### src/rtl/risc_ctrl_pkg.sv
// Shared encodings for the 16-bit RISC multicycle controller and datapath:
// state codes, opcodes, ALU select codes and the packed control word.
package risc_ctrl_pkg;

  typedef enum logic [3:0] {
    ST_FETCH    = 4'd0,
    ST_DECODE   = 4'd1,
    ST_EXEC_R   = 4'd2,
    ST_WB_R     = 4'd3,
    ST_EXEC_I   = 4'd4,
    ST_EXEC_LHI = 4'd5,
    ST_WB_I     = 4'd6,
    ST_ADDR     = 4'd7,
    ST_MEM_RD   = 4'd8,
    ST_WB_MEM   = 4'd9,
    ST_MEM_WR   = 4'd10,
    ST_BRANCH   = 4'd11,
    ST_JUMP     = 4'd12,
    ST_HALT     = 4'd13,
    ST_ILLEGAL  = 4'd14
  } state_t;

  localparam logic [3:0] OP_ADD  = 4'b0000;
  localparam logic [3:0] OP_SUB  = 4'b0001;
  localparam logic [3:0] OP_AND  = 4'b0010;
  localparam logic [3:0] OP_OR   = 4'b0011;
  localparam logic [3:0] OP_ADDI = 4'b0100;
  localparam logic [3:0] OP_LW   = 4'b0101;
  localparam logic [3:0] OP_SW   = 4'b0110;
  localparam logic [3:0] OP_BEQ  = 4'b0111;
  localparam logic [3:0] OP_JMP  = 4'b1000;
  localparam logic [3:0] OP_LHI  = 4'b1001;
  localparam logic [3:0] OP_HALT = 4'b1111;

  localparam logic [2:0] SRCB_B     = 3'b000;
  localparam logic [2:0] SRCB_ONE   = 3'b001;
  localparam logic [2:0] SRCB_IMM6  = 3'b010;
  localparam logic [2:0] SRCB_HI8   = 3'b100;
  localparam logic [2:0] SRCB_IMM12 = 3'b101;

  localparam logic [1:0] ALU_ADD   = 2'b00;
  localparam logic [1:0] ALU_SUB   = 2'b01;
  localparam logic [1:0] ALU_FUNC  = 2'b10;
  localparam logic [1:0] ALU_PASSB = 2'b11;

  typedef struct packed {
    logic       pc_write;
    logic       pc_write_cond;
    logic       ir_write;
    logic       reg_write;
    logic       mem_read;
    logic       mem_write;
    logic       i_or_d;
    logic       alu_srcA;
    logic [2:0] alu_srcB;
    logic [1:0] alu_op;
    logic       pc_src;
    logic       reg_dst;
    logic       mem_to_reg;
    logic       halted;
    logic       illegal;
  } ctrl_t;

  // Dispatch target out of DECODE; unknown opcodes trap.
  function automatic state_t decode_next(input logic [3:0] op);
    state_t nxt;
    case (op)
      OP_ADD, OP_SUB, OP_AND, OP_OR: nxt = ST_EXEC_R;
      OP_ADDI:                       nxt = ST_EXEC_I;
      OP_LHI:                        nxt = ST_EXEC_LHI;
      OP_LW, OP_SW:                  nxt = ST_ADDR;
      OP_BEQ:                        nxt = ST_BRANCH;
      OP_JMP:                        nxt = ST_JUMP;
      OP_HALT:                       nxt = ST_HALT;
      default:                       nxt = ST_ILLEGAL;
    endcase
    return nxt;
  endfunction

endpackage

### src/rtl/ctrl_out_decode.sv
// Moore decode from controller state to the datapath control word.
// FETCH additionally qualifies ir_write/pc_write with the memory handshake.
module ctrl_out_decode
  import risc_ctrl_pkg::*;
(
  input  state_t state,
  input  logic   mem_ready,
  output ctrl_t  ctrl
);

  // Per-state control word; anything not set stays 0.
  always_comb begin
    ctrl = '0;
    case (state)
      ST_FETCH: begin
        ctrl.mem_read = 1'b1;
        ctrl.alu_srcB = SRCB_ONE;
        ctrl.alu_op   = ALU_ADD;
        ctrl.ir_write = mem_ready;
        ctrl.pc_write = mem_ready;
      end
      ST_DECODE: begin
        ctrl.alu_srcB = SRCB_IMM6;
        ctrl.alu_op   = ALU_ADD;
      end
      ST_EXEC_R: begin
        ctrl.alu_srcA = 1'b1;
        ctrl.alu_srcB = SRCB_B;
        ctrl.alu_op   = ALU_FUNC;
      end
      ST_WB_R: begin
        ctrl.reg_write = 1'b1;
        ctrl.reg_dst   = 1'b1;
      end
      ST_EXEC_I, ST_ADDR: begin
        ctrl.alu_srcA = 1'b1;
        ctrl.alu_srcB = SRCB_IMM6;
        ctrl.alu_op   = ALU_ADD;
      end
      ST_EXEC_LHI: begin
        ctrl.alu_srcB = SRCB_HI8;
        ctrl.alu_op   = ALU_PASSB;
      end
      ST_WB_I: begin
        ctrl.reg_write = 1'b1;
      end
      ST_MEM_RD: begin
        ctrl.mem_read = 1'b1;
        ctrl.i_or_d   = 1'b1;
      end
      ST_WB_MEM: begin
        ctrl.reg_write  = 1'b1;
        ctrl.mem_to_reg = 1'b1;
      end
      ST_MEM_WR: begin
        ctrl.mem_write = 1'b1;
        ctrl.i_or_d    = 1'b1;
      end
      ST_BRANCH: begin
        ctrl.alu_srcA      = 1'b1;
        ctrl.alu_srcB      = SRCB_B;
        ctrl.alu_op        = ALU_SUB;
        ctrl.pc_write_cond = 1'b1;
        ctrl.pc_src        = 1'b1;
      end
      ST_JUMP: begin
        ctrl.alu_srcB = SRCB_IMM12;
        ctrl.alu_op   = ALU_ADD;
        ctrl.pc_write = 1'b1;
      end
      ST_HALT: begin
        ctrl.halted = 1'b1;
      end
      ST_ILLEGAL: begin
        ctrl.halted  = 1'b1;
        ctrl.illegal = 1'b1;
      end
      default: begin
        ctrl = '0;
      end
    endcase
  end

endmodule

### src/rtl/multicycle_ctrl.sv
// Multicycle control FSM for the 16-bit RISC datapath.
// Define MULTICYCLE_CTRL_MEM_WAIT_EN to honour mem_ready; otherwise memory is zero-wait.
module multicycle_ctrl
  import risc_ctrl_pkg::*;
(
  input  logic       clk,
  input  logic       rst,
  input  logic [3:0] opcode,
  input  logic       zero,
  input  logic       mem_ready,
  output logic       pc_write,
  output logic       pc_write_cond,
  output logic       ir_write,
  output logic       reg_write,
  output logic       mem_read,
  output logic       mem_write,
  output logic       i_or_d,
  output logic       alu_srcA,
  output logic [2:0] alu_srcB,
  output logic [1:0] alu_op,
  output logic       pc_src,
  output logic       reg_dst,
  output logic       mem_to_reg,
  output logic       halted,
  output logic       illegal,
  output logic [3:0] state
);

  state_t state_r;
  logic   is_store_r;
  logic   mem_ready_s;
  ctrl_t  ctrl_s;
  ctrl_t  ctrl_out_s;
  logic   unused_s;

`ifdef MULTICYCLE_CTRL_MEM_WAIT_EN
  assign mem_ready_s = mem_ready;
  assign unused_s    = zero;
`else
  assign mem_ready_s = 1'b1;
  assign unused_s    = zero ^ mem_ready;
`endif

  // State register and next-state logic; LW/SW choice is latched in DECODE.
  always_ff @(posedge clk) begin
    if (rst) begin
      state_r    <= ST_FETCH;
      is_store_r <= 1'b0;
    end else begin
      case (state_r)
        ST_FETCH:    state_r <= mem_ready_s ? ST_DECODE : ST_FETCH;
        ST_DECODE: begin
          is_store_r <= (opcode == OP_SW);
          state_r    <= decode_next(opcode);
        end
        ST_EXEC_R:   state_r <= ST_WB_R;
        ST_EXEC_I:   state_r <= ST_WB_I;
        ST_EXEC_LHI: state_r <= ST_WB_I;
        ST_ADDR:     state_r <= is_store_r ? ST_MEM_WR : ST_MEM_RD;
        ST_MEM_RD:   state_r <= mem_ready_s ? ST_WB_MEM : ST_MEM_RD;
        ST_MEM_WR:   state_r <= mem_ready_s ? ST_FETCH : ST_MEM_WR;
        ST_WB_R, ST_WB_I, ST_WB_MEM, ST_BRANCH, ST_JUMP:
                     state_r <= ST_FETCH;
        ST_HALT:     state_r <= ST_HALT;
        ST_ILLEGAL:  state_r <= ST_ILLEGAL;
        default:     state_r <= ST_ILLEGAL;
      endcase
    end
  end

  ctrl_out_decode u_decode (
    .state     (state_r),
    .mem_ready (mem_ready_s),
    .ctrl      (ctrl_s)
  );

  // Reset wins immediately so an in-flight strobe never survives an rst cycle.
  always_comb begin
    if (rst) begin
      ctrl_out_s = '0;
      state      = 4'd0;
    end else begin
      ctrl_out_s = ctrl_s;
      state      = state_r;
    end
  end

  assign pc_write      = ctrl_out_s.pc_write;
  assign pc_write_cond = ctrl_out_s.pc_write_cond;
  assign ir_write      = ctrl_out_s.ir_write;
  assign reg_write     = ctrl_out_s.reg_write;
  assign mem_read      = ctrl_out_s.mem_read;
  assign mem_write     = ctrl_out_s.mem_write;
  assign i_or_d        = ctrl_out_s.i_or_d;
  assign alu_srcA      = ctrl_out_s.alu_srcA;
  assign alu_srcB      = ctrl_out_s.alu_srcB;
  assign alu_op        = ctrl_out_s.alu_op;
  assign pc_src        = ctrl_out_s.pc_src;
  assign reg_dst       = ctrl_out_s.reg_dst;
  assign mem_to_reg    = ctrl_out_s.mem_to_reg;
  assign halted        = ctrl_out_s.halted;
  assign illegal       = ctrl_out_s.illegal;

endmodule

### config.mk
export PLATFORM = sky130hd
export DESIGN_NAME = multicycle_ctrl
export DESIGN_NICKNAME = d
export VERILOG_FILES = /design/src/rtl/risc_ctrl_pkg.sv /design/src/rtl/ctrl_out_decode.sv /design/src/rtl/multicycle_ctrl.sv
export SDC_FILE = /design/constraint.sdc
export NUM_CORES = 1
export LEC_CHECK = 0
export ABC_AREA = 1
export CAP_MARGIN = 15
export CELL_PAD_IN_SITES_DETAIL_PLACEMENT = 0
export CELL_PAD_IN_SITES_GLOBAL_PLACEMENT = 1
export CORE_AREA = 2 2 52 54
export CTS_CLUSTER_SIZE = 10
export DETAILED_ROUTE_END_ITERATION = 8
export DIE_AREA = 0 0 54 56
export PLACE_DENSITY_LB_ADDON = 0.1
export SLEW_MARGIN = 20
export SYNTH_ARGS = -nofsm -noshare
export SYNTH_HDL_FRONTEND = slang
export SYNTH_SLANG_ARGS = --single-unit
export TNS_END_PERCENT = 30
### constraint.sdc
create_clock -name clk -period 1.35 [get_ports clk]
set_input_delay 0.3375 -clock clk [delete_from_list [all_inputs] [get_ports clk]]
set_output_delay 0.3375 -clock clk [all_outputs]
set_load 0.02 [all_outputs]
* Word-level counts from Yosys, hierarchy flattened
Memories as Yosys holds them, arrays and structs flattened.
Index checks and enable logic that the tools add are counted.
** Cells by class
- Eq/ne operators :: 15
- Muxes and demuxes :: 17
- Reduce and logical (&&, ||, !) cells :: 10
** Operator list (count)
- $pmux 4 s8 :: 1
- $pmux 5 s6 :: 1
- $eq 4x4->1 const B :: 7
- $eq 4x3->1 const B :: 5
- $mux 18 :: 1
- $mux 1 :: 12
- $reduce_or 2->1 :: 5
- $eq 4x2->1 const B :: 2
- $reduce_or 3->1 :: 2
- $reduce_or 6->1 :: 1
- $eq 4x1->1 const B :: 1
- $logic_not 4->1 :: 1
- $mux 4 :: 1
- $reduce_or 4->1 :: 1
- $mux 2 :: 1
** Storage, ports and cells
- Flip-flop bits (word level) :: 5
- Memory bits (read-only) :: 64
- Output and inout bits :: 22
- Logic and storage cells :: 45
- Memories :: 1
** Memories
- (no name shown) :: depth 16, width 4, read ports 1, clocked after Yosys merged registers in 0, write ports 0, RTL line risc_ctrl_pkg.sv:67 : case (op)

* Depth between registers and ports, before layout
Gate-level depths: netlist (run 1).
- Depth in word-level cells :: 4
- Mapped depth :: 7
- Depth with buffers taken out :: 7

* Modules after synthesis
A second synthesis (run 1) with hierarchy kept.
** Unflattened totals
- Cells, all modules :: 153
- Area, all modules :: 748.2 um2
** By module, submodules not included
- multicycle_ctrl :: times used 1, cells each 108, area each 543.0 um2
- ctrl_out_decode :: times used 1, cells each 45, area each 205.2 um2

* Worst setup path before layout (run 1)
OpenSTA, ideal clock, no wires.
- Path kind :: flip-flop to output port
- Start point :: reg state_r[2]
- End point :: out reg_write
- Arrival time :: 1388 ps
- Slack :: -375 ps
- Stages on the path, launching flop included :: 6
- Cells stage by stage :: dfxtp_1 > nor2_2 > inv_2 > nor3_1 > nor2_1 > o31ai_1
** On the way
- Word-level cells in the longest chain between the ends :: 4
** RTL lines
- from (decl) :: RTL line multicycle_ctrl.sv:29 : state_t state_r;
- from (signal assigned) :: RTL line multicycle_ctrl.sv:51 : ST_FETCH: state_r <= mem_ready_s ? ST_DECODE : ST_FETCH;
- from (signal assigned) :: RTL line multicycle_ctrl.sv:54 : state_r <= decode_next(opcode);
- from (signal assigned) :: RTL line multicycle_ctrl.sv:59 : ST_ADDR: state_r <= is_store_r ? ST_MEM_WR : ST_MEM_RD;
- $eq 4x3->1, or another cell as far along :: RTL line ctrl_out_decode.sv:14 : case (state)
- $reduce_or 3->1 (no source line) (*)
- $mux 1 (*) :: RTL line ctrl_out_decode.sv:14
- $mux 18 (*) :: RTL line multicycle_ctrl.sv:79 : if (rst) begin
- to (decl) :: RTL line multicycle_ctrl.sv:14 : output logic reg_write,
Mark *: on every way between the ends. The rest lies on a longest branch, timed or not.

* Worst setup path in the final report (run 1)
- Start point :: reg state_r[2]
- End point :: out pc_src
** On the way
- Word-level cells in the longest chain between the ends :: 3
** RTL lines
- $eq 4x4->1 :: RTL line ctrl_out_decode.sv:14
- $mux 1 :: RTL line ctrl_out_decode.sv:14
- $mux 18 :: RTL line multicycle_ctrl.sv:79
- to (decl) :: RTL line multicycle_ctrl.sv:21 : output logic pc_src,
Every way passes these cells.

==> results of run 1 <==
==> timing repair <==
action | in CTS | in global routing
pin swaps | 10 | 6
endpoints found under the hold margin | 0 | 0
buffers inserted | 4 | 2
setup endpoints to repair | 22 | 23
resized for setup | 140 | 15
==> cells in the mapped netlist <==
library cell	number	area, sq um
sky130_fd_sc_hd__nand3_1	8	40.04
sky130_fd_sc_hd__o31ai_1	1	7.510
sky130_fd_sc_hd__nor2_1	23	86.33
sky130_fd_sc_hd__a21oi_1	11	55.05
sky130_fd_sc_hd__inv_1	14	52.55
sky130_fd_sc_hd__buf_4	1	7.510
sky130_fd_sc_hd__o21ai_1	1	5.000
sky130_fd_sc_hd__o21ai_0	2	10.01
sky130_fd_sc_hd__o21a_1	1	7.510
sky130_fd_sc_hd__nor3_1	5	25.02
sky130_fd_sc_hd__dfxtp_1	5	100.1
sky130_fd_sc_hd__inv_2	2	7.510
sky130_fd_sc_hd__nor2_2	1	6.260
sky130_fd_sc_hd__a21oi_2	1	8.760
sky130_fd_sc_hd__nand2_1	24	90.09
sky130_fd_sc_hd__buf_2	2	10.01
sky130_fd_sc_hd__nor2_4	1	11.26
sky130_fd_sc_hd__nand4_1	3	18.77
==> power breakdown <==
group	internal, mW	switching (mW)
clock	0.112	0.0588
sequential	0.232	0.133
combinational	0.827	0.925
total	1.17	1.12
==> how the worst max path moves through the flow <==
stage                          startpoint   endpoint  slack, ns  cells after the start
floorplan           state_r[2]$_SDFF_PP0_  alu_op[1]      -0.04                      4
global placement                      rst  reg_write      -0.86                      6
detailed placement                    rst  reg_write      -0.89                      6
CTS                 state_r[3]$_SDFF_PP0_  reg_write      -0.31                      6
global route        state_r[2]$_SDFF_PP0_   alu_srcA      -0.34                      8
finish              state_r[2]$_SDFF_PP0_     pc_src      -0.26                      7
==> flip-flops by register name, summed over array words and instances, names as in the netlist <==
signal	cells
is_store_r	1
state_r	4
==> layout make-up <==
class | instances | area share (%)
repair buffers | 59 | 39.74
inverters | 16 | 5.081
well taps | 30 | 3.049
clock buffers | 4 | 2.134
multi-input cells | 82 | 40.65
flip-flops and latches | 5 | 9.350
==> placed cells by master, fill, tap and decap left out, types with 4 or more instances in the layout <==
| cell type | netlist | final |
|---|---|---|
| sky130_fd_sc_hd__buf_4 | 1 | 44 |
| sky130_fd_sc_hd__nor2_2 | 1 | 6 |
| sky130_fd_sc_hd__clkdlybuf4s50_1 | 0 | 4 |
| sky130_fd_sc_hd__inv_1 | 14 | 7 |
| sky130_fd_sc_hd__a21oi_2 | 1 | 6 |
| sky130_fd_sc_hd__nor2_4 | 1 | 4 |
| sky130_fd_sc_hd__nand2_4 | 0 | 4 |
| sky130_fd_sc_hd__buf_6 | 0 | 7 |
| sky130_fd_sc_hd__inv_2 | 2 | 8 |
| sky130_fd_sc_hd__nand3_1 | 8 | 7 |
| sky130_fd_sc_hd__nor2_1 | 23 | 15 |
| sky130_fd_sc_hd__nand2_1 | 24 | 17 |
| sky130_fd_sc_hd__a21oi_1 | 11 | 6 |
| sky130_fd_sc_hd__dfxtp_4 | 0 | 4 |
==> worst max-delay path, cell delays in order, from the launching register on <==
cell and delay [ns]:
sky130_fd_sc_hd__dfxtp_4 0.37, sky130_fd_sc_hd__inv_2 0.09, sky130_fd_sc_hd__nand2_4 0.07, sky130_fd_sc_hd__inv_2 0.08
sky130_fd_sc_hd__nand2_4 0.05, sky130_fd_sc_hd__buf_4 0.13, sky130_fd_sc_hd__nor2_4 0.09, sky130_fd_sc_hd__buf_4 0.14
==> metrics by stage <==
stage / instance area [sq um] / cells
2_1_floorplan: 629.4 / 106
3_3_place_gp: 1109 / 186
3_5_place_dp: 1109 / 186
4_1_cts: 1181 / 194
5_1_grt: 1231 / 196
6_report: 1231 / 196
==> cell families (layout without fill, tap and decap cells) <==
logic type,Yosys count,in the layout
simple gates,65,65
compound gates,17,17
buf+inv,19,79
flops,5,5
==> per-layer routing <==
metal  up-vias  GRT usage [%]
li1        462              -
met1       379          19.02
met2        20          23.87
met3         2          2.957
met4         0          2.143
met5         -              0
==> impl_metrics.xml, run 1 <==
<?xml version="1.0" encoding="UTF-8"?>
<metrics>
  <group name="route">
    <metric name="detail-route-antenna-nets" unit="">0</metric>
    <metric name="routed_wirelength" unit="microns">2079</metric>
    <metric name="dr.max_layer_used" unit="">met4</metric>
    <metric name="met2_wirelength" unit="microns">1019</metric>
    <metric name="avgRoutedWirePerCell" unit="microns">10.61</metric>
    <metric name="via_count" unit="">863</metric>
    <metric name="vias_per_cell" unit="">4.403</metric>
    <metric name="wl_met3" unit="microns">99</metric>
    <metric name="remaining_drc_errors" unit="">0</metric>
    <metric name="first_iter_violations" unit="">8</metric>
    <metric name="detail_route.first_pass.iterations" unit="">4</metric>
    <metric name="detailed_routing_wirelength_on_met1" unit="microns">952</metric>
  </group>
  <group name="grt">
    <metric name="first_global_vias" unit="">775</metric>
    <metric name="grt_antenna_before_repair" unit="">0</metric>
    <metric name="globalRouteTotalUtil" unit="%">14.35</metric>
    <metric name="grt_overflow" unit="">0</metric>
    <metric name="grt_start_max_net_pins" unit="">10</metric>
    <metric name="global_route_wire_length_before_repair" unit="microns">3339</metric>
  </group>
  <group name="timing">
    <metric name="setup_viol" unit="">21</metric>
    <metric name="setup_slack" unit="ns">-0.2577</metric>
    <metric name="min_period_over_period" unit="%">119.1</metric>
    <metric name="hold-worst-slack" unit="ns">0.5043</metric>
    <metric name="timing.final.crit_period" unit="ns">1.608</metric>
    <metric name="setup_repair_after_global_routing_missed_its_margin" unit="">true</metric>
    <metric name="timing.fmax" unit="MHz">622.0</metric>
    <metric name="finalMaxSlewViolations" unit="">0</metric>
    <metric name="timing.final.hold_violations" unit="">0</metric>
    <metric name="clock-skew-final" unit="ns">0.005397</metric>
    <metric name="fin_setup_tns" unit="ns">-4.000</metric>
    <metric name="tightest_slew" unit="ns">0.2096</metric>
    <metric name="max_slew_margin" unit="%">85.98</metric>
  </group>
  <group name="synth">
    <metric name="post_synthesis_adder_cell_area_fraction" unit="%">0</metric>
    <metric name="complex_gate_fraction_of_the_synthesized_area" unit="%">17.08</metric>
    <metric name="synth.ff_latch_count" unit="">5</metric>
    <metric name="yosys_warnings" unit="">0</metric>
    <metric name="syn-cell-area" unit="sq um">549.3</metric>
    <metric name="ys_types" unit="">18</metric>
    <metric name="post_synth_inst_count" unit="">106</metric>
    <metric name="synth_fp_nets" unit="">114</metric>
    <metric name="synthesis.area_per_instance" unit="sq um">5.182</metric>
    <metric name="xor_xnor_cell_area_share_of_the_yosys_netlist" unit="%">0</metric>
    <metric name="synth.yosys.seq_area_share" unit="%">18.22</metric>
    <metric name="synthMuxAreaShare" unit="%">0</metric>
    <metric name="synth_top_family_by_area" unit="">simple AND/OR/NAND/NOR gates</metric>
    <metric name="synth_simple_gate_area_share" unit="%">50.57</metric>
  </group>
  <group name="final_layout">
    <metric name="drive_gt1_share" unit="%">59.64</metric>
    <metric name="layout.nets" unit="">175</metric>
    <metric name="multi_input_comb_area" unit="sq um">500.5</metric>
    <metric name="filler_cell_count" unit="">266</metric>
    <metric name="area.growth.synth_to_final" unit="%">124.1</metric>
    <metric name="final_core_utilization" unit="%">50.62</metric>
    <metric name="seq_area" unit="sq um">115.1</metric>
    <metric name="n_antenna_cell" unit="">0</metric>
  </group>
  <group name="die">
    <metric name="io-pin-count" unit="">30</metric>
    <metric name="initial_core_utilization" unit="%">22.58</metric>
    <metric name="area_of_the_die" unit="sq um">3024</metric>
    <metric name="core_region_area" unit="sq um">2432</metric>
    <metric name="floorplan.die.height" unit="microns">56</metric>
    <metric name="rows" unit="">18</metric>
    <metric name="dieWidth" unit="microns">54</metric>
  </group>
  <group name="cts">
    <metric name="tritoncts_buffer_count" unit="">3</metric>
    <metric name="tritoncts" unit="">built</metric>
    <metric name="cts_root_buffer" unit="">sky130_fd_sc_hd__clkbuf_4</metric>
    <metric name="cts_hold_buffers" unit="">0</metric>
    <metric name="h-tree-depth" unit="">1</metric>
    <metric name="cts.path.max_buffers" unit="">2</metric>
    <metric name="sinks_on_clock_net" unit="">5</metric>
    <metric name="clkTransAtPathRegs" unit="ns">0.05</metric>
    <metric name="worst_skew_pair.late_latency" unit="ns">0.24</metric>
  </group>
  <group name="worst_setup_path">
    <metric name="crit-reg2reg-capture" unit="">state_r[0]$_SDFF_PP0_</metric>
    <metric name="regToRegSetupSlack" unit="ns">0.05</metric>
    <metric name="cp_data_required_time" unit="ns">1.01</metric>
    <metric name="timing.rr.start" unit="">state_r[2]$_SDFF_PP0_</metric>
    <metric name="crit_arrival" unit="ns">1.27</metric>
    <metric name="timing_worst_setup_path_type" unit="">flip-flop to output port</metric>
    <metric name="timing.critical_path.to_type" unit="">output port</metric>
    <metric name="path_max_fanout" unit="">6</metric>
    <metric name="r2r_cells" unit="">8</metric>
    <metric name="cp-start-kind" unit="">flip-flop</metric>
  </group>
  <group name="place">
    <metric name="dpl_worst_slack" unit="ns">-0.8886</metric>
    <metric name="place_hpwl" unit="microns">1635</metric>
    <metric name="replace_congestion" unit="">0.8872</metric>
    <metric name="count_of_buffers_inserted_at_the_top_level_ports" unit="">27</metric>
  </group>
  <group name="job">
    <metric name="cap_violations" unit="">0</metric>
  </group>
  <group name="hold_path">
    <metric name="hold_path.startpoint" unit="">is_store_r$_SDFFE_PP0P_</metric>
    <metric name="worstHoldPathType" unit="">flip-flop to flip-flop</metric>
    <metric name="worst_hold_path.num_cells" unit="">2</metric>
    <metric name="hold_end" unit="">is_store_r$_SDFFE_PP0P_</metric>
  </group>
  <group name="status">
    <metric name="status" unit="">finished with violations</metric>
    <metric name="failing_checks" unit="">setup timing</metric>
  </group>
  <group name="power">
    <metric name="pwr_density_cell" unit="nW/um^2">1858</metric>
    <metric name="vdd.ir_drop.worst" unit="uV">1183</metric>
    <metric name="power_leakage" unit="nW">0.6208</metric>
    <metric name="report.power.total" unit="mW">2.287</metric>
  </group>
</metrics>
Note: power is estimated with default switching activity, not from simulation.
==> run 2: changes to the inputs <==
--- a/config.mk
+++ b/config.mk
@@ -13,8 +13,9 @@
 export CTS_CLUSTER_SIZE = 10
 export DETAILED_ROUTE_END_ITERATION = 8
 export DIE_AREA = 0 0 54 56
+export GPL_TIMING_DRIVEN = 0
 export PLACE_DENSITY_LB_ADDON = 0.1
-export SLEW_MARGIN = 20
+export SLEW_MARGIN = 25
 export SYNTH_ARGS = -nofsm -noshare
 export SYNTH_HDL_FRONTEND = slang
 export SYNTH_SLANG_ARGS = --single-unit
==> run 2 against run 1 <==
Compared with the run above:
- final cell count fell by 9.7%
- final area fell by 9.5%
- the flow still finishes with violations (setup timing)
- routed wire length fell by 3.5%
- critical path depth fell by 1
- die area did not move
- non-clock buffer count fell by 19
- utilization fell by 4.8 points
- clock skew fell by 0.0027 ns
- register-to-register slack improved by 0.10 ns
- total power fell by 8.0%
- count of clock-buffer cells in the layout did not move
- worst setup slack got worse by 0.011 ns
==> impl_metrics.xml, run 2 (synthesized netlist as in run 1, its figures left out) <==
<?xml version="1.0" encoding="UTF-8"?>
<metrics>
  <group name="cts">
    <metric name="clkTransAtPathRegs" unit="ns">0.04</metric>
    <metric name="sinks_on_clock_net" unit="">5</metric>
    <metric name="worst_skew_pair.late_latency" unit="ns">0.24</metric>
    <metric name="cts_hold_buffers" unit="">0</metric>
    <metric name="cts.path.max_buffers" unit="">2</metric>
    <metric name="cts_root_buffer" unit="">sky130_fd_sc_hd__clkbuf_4</metric>
    <metric name="h-tree-depth" unit="">1</metric>
    <metric name="tritoncts_buffer_count" unit="">3</metric>
    <metric name="tritoncts" unit="">built</metric>
  </group>
  <group name="place">
    <metric name="place_hpwl" unit="microns">1485</metric>
    <metric name="replace_congestion" unit="">0.8394</metric>
    <metric name="dp.cells" unit="">163</metric>
    <metric name="count_of_buffers_inserted_at_the_top_level_ports" unit="">27</metric>
    <metric name="placedInstanceArea" unit="sq um">937.1</metric>
  </group>
  <group name="hold_path">
    <metric name="worstHoldPathType" unit="">flip-flop to flip-flop</metric>
  </group>
  <group name="timing">
    <metric name="fin_setup_tns" unit="ns">-3.343</metric>
    <metric name="tightest_slew" unit="ns">0.2003</metric>
    <metric name="timing.final.crit_period" unit="ns">1.619</metric>
    <metric name="max_slew_margin" unit="%">86.61</metric>
    <metric name="clock-skew-final" unit="ns">0.002656</metric>
    <metric name="setup_viol" unit="">18</metric>
    <metric name="hold-worst-slack" unit="ns">0.4896</metric>
    <metric name="timing.final.hold_violations" unit="">0</metric>
    <metric name="setup_slack" unit="ns">-0.2689</metric>
    <metric name="finalMaxSlewViolations" unit="">0</metric>
    <metric name="min_period_over_period" unit="%">119.9</metric>
    <metric name="timing.fmax" unit="MHz">617.7</metric>
    <metric name="setup_repair_after_global_routing_missed_its_margin" unit="">true</metric>
  </group>
  <group name="worst_setup_path">
    <metric name="cp.buffers_inverters" unit="">2</metric>
    <metric name="critical-path-top-delay-family" unit="">flip-flops</metric>
    <metric name="crit_path_top_delay_cell" unit="">sky130_fd_sc_hd__dfxtp_4</metric>
    <metric name="crit_arrival" unit="ns">1.28</metric>
    <metric name="timing_worst_setup_path_type" unit="">flip-flop to output port</metric>
    <metric name="cp_data_required_time" unit="ns">1.01</metric>
    <metric name="path_max_fanout" unit="">7</metric>
    <metric name="crit_chain" unit="">nor2_4, inv_4, nor3_4, nor2_2, o31ai_2, buf_4</metric>
    <metric name="crit_path_max_incr_delay" unit="ns">0.38</metric>
    <metric name="timing.critical_path.to_type" unit="">output port</metric>
    <metric name="cp-start-kind" unit="">flip-flop</metric>
  </group>
  <group name="die">
    <metric name="floorplan.die.height" unit="microns">56</metric>
    <metric name="dieWidth" unit="microns">54</metric>
    <metric name="io-pin-count" unit="">30</metric>
    <metric name="area_of_the_die" unit="sq um">3024</metric>
    <metric name="rows" unit="">18</metric>
    <metric name="core_region_area" unit="sq um">2432</metric>
    <metric name="initial_core_utilization" unit="%">22.58</metric>
  </group>
  <group name="final_layout">
    <metric name="reg.largest.list" unit="">state_r (4), is_store_r (1)</metric>
    <metric name="drive_gt1_share" unit="%">57.82</metric>
    <metric name="filler_cell_count" unit="">256</metric>
    <metric name="number_of_flip_flops_in_the_largest_register" unit="">4</metric>
    <metric name="area.growth.synth_to_final" unit="%">103.0</metric>
    <metric name="final_cells" unit="">177</metric>
    <metric name="layout_common_cells" unit="">26 x sky130_fd_sc_hd__buf_4, 14 x sky130_fd_sc_hd__nor2_1, 14 x sky130_fd_sc_hd__nand2_1</metric>
    <metric name="layout.nets" unit="">156</metric>
    <metric name="final_design_area_no_fill" unit="sq um">1115</metric>
    <metric name="largest_register" unit="">state_r</metric>
    <metric name="n_antenna_cell" unit="">0</metric>
    <metric name="final_common_cell" unit="">sky130_fd_sc_hd__buf_4</metric>
  </group>
  <group name="status">
    <metric name="failing_checks" unit="">setup timing</metric>
    <metric name="status" unit="">finished with violations</metric>
  </group>
  <group name="job">
    <metric name="cap_violations" unit="">0</metric>
  </group>
  <group name="grt">
    <metric name="first_global_vias" unit="">730</metric>
    <metric name="globalRouteTotalUtil" unit="%">13.73</metric>
    <metric name="grt_overflow" unit="">0</metric>
    <metric name="grt_start_max_net_pins" unit="">11</metric>
    <metric name="global_route_wire_length_before_repair" unit="microns">3146</metric>
    <metric name="grt_antenna_before_repair" unit="">0</metric>
  </group>
  <group name="power">
    <metric name="vdd.ir_drop.worst" unit="uV">1033</metric>
    <metric name="power_leakage" unit="nW">0.5354</metric>
    <metric name="pwr_density_cell" unit="nW/um^2">1887</metric>
  </group>
  <group name="route">
    <metric name="remaining_drc_errors" unit="">0</metric>
    <metric name="detail_route.first_pass.iterations" unit="">3</metric>
    <metric name="routed_wirelength" unit="microns">2007</metric>
    <metric name="first_iter_violations" unit="">7</metric>
    <metric name="detail-route-antenna-nets" unit="">0</metric>
    <metric name="avgRoutedWirePerCell" unit="microns">11.34</metric>
    <metric name="vias_per_cell" unit="">4.661</metric>
    <metric name="via_count" unit="">825</metric>
  </group>
</metrics>
-- run 2: changes by cell type in the layout (fill, tap and decap cells not counted), sizes merged --
cell | before | now
buf | 54 | 36
clkbuf | 5 | 4
-- run 2: cell type report --
cell class                      count  area [sq um]  share of cell area [%]
Sequential cell                     5         115.1                   10.33
Tap cell                           30         37.54                   3.367
Inverter                           16         75.07                   6.734
Multi-Input combinational cell     82         519.2                   46.58
Clock buffer                        4         26.28                   2.357
Timing Repair Buffer               37         307.8                   27.61
Buffer                              3         33.78                   3.030
-- run 2: worst paths after layout --
check             cells past startpoint               startpoint  slack (ns)                      end
setup / recovery                      6    state_r[3]$_SDFF_PP0_       -0.27                reg_write
hold / removal                        2  is_store_r$_SDFFE_PP0P_        0.49  is_store_r$_SDFFE_PP0P_
setup reg to reg                      6    state_r[3]$_SDFF_PP0_        0.15  is_store_r$_SDFFE_PP0P_
hold reg to reg                       2  is_store_r$_SDFFE_PP0P_        0.49  is_store_r$_SDFFE_PP0P_
-- run 2: metrics by stage --
step	power [mW]	utilization [%]	setup slack, ns
finish	2.104	45.83	-0.2689
global route	2.247	45.83	-0.3455
CTS	1.935	42.80	-0.2798
detailed placement	1.523	38.53	-1.101
global placement	1.528	38.53	-1.107
floorplan	1.092	-	-0.04032
-- run 2: report_power, final --
part           switching [mW]  leakage [nW]  internal [mW]  total (mW)
sequential              0.157        0.0437          0.233       0.390
clock                  0.0609        0.0150          0.112       0.173
combinational           0.894         0.477          0.648        1.54
-- run 2: worst reg2reg max path, stage by stage, from the launching register on --
cell and delay (ns):
sky130_fd_sc_hd__dfxtp_4 0.38, sky130_fd_sc_hd__nor2_4 0.17, sky130_fd_sc_hd__inv_4 0.07, sky130_fd_sc_hd__nor2_4 0.12, sky130_fd_sc_hd__buf_4 0.14, sky130_fd_sc_hd__nand4_1 0.11, sky130_fd_sc_hd__a21oi_1 0.15
-- run 2: timing repair --
action	CTS	global route
setup endpoints to repair	22	22
hold endpoints to repair	0	0
pin swaps	9	6
buffers inserted	6	4
gates resized for setup	143	19
-- run 2: routing by layer --
| metal | vias to the layer above | global-route usage, % | part of all wire, % | wire (microns) |
|---|---|---|---|---|
| met5 | - | 0 | 0 | 0 |
| met4 | 0 | 5.714 | 1.0 | 21 |
| met3 | 4 | 2.151 | 4.3 | 87 |
| met2 | 18 | 20.91 | 52 | 1053 |
| met1 | 374 | 18.74 | 42 | 844 |
| li1 | 429 | - | - | - |
==> run 3: changes to the inputs <==
--- a/config.mk
+++ b/config.mk
@@ -10,6 +10,7 @@
 export CELL_PAD_IN_SITES_DETAIL_PLACEMENT = 0
 export CELL_PAD_IN_SITES_GLOBAL_PLACEMENT = 1
 export CORE_AREA = 2 2 52 54
+export CTS_CLUSTER_DIAMETER = 50
 export CTS_CLUSTER_SIZE = 10
 export DETAILED_ROUTE_END_ITERATION = 8
 export DIE_AREA = 0 0 54 56
==> results of run 3 <==
No change in the layout: final DEF, timing and power equal those of run 2.
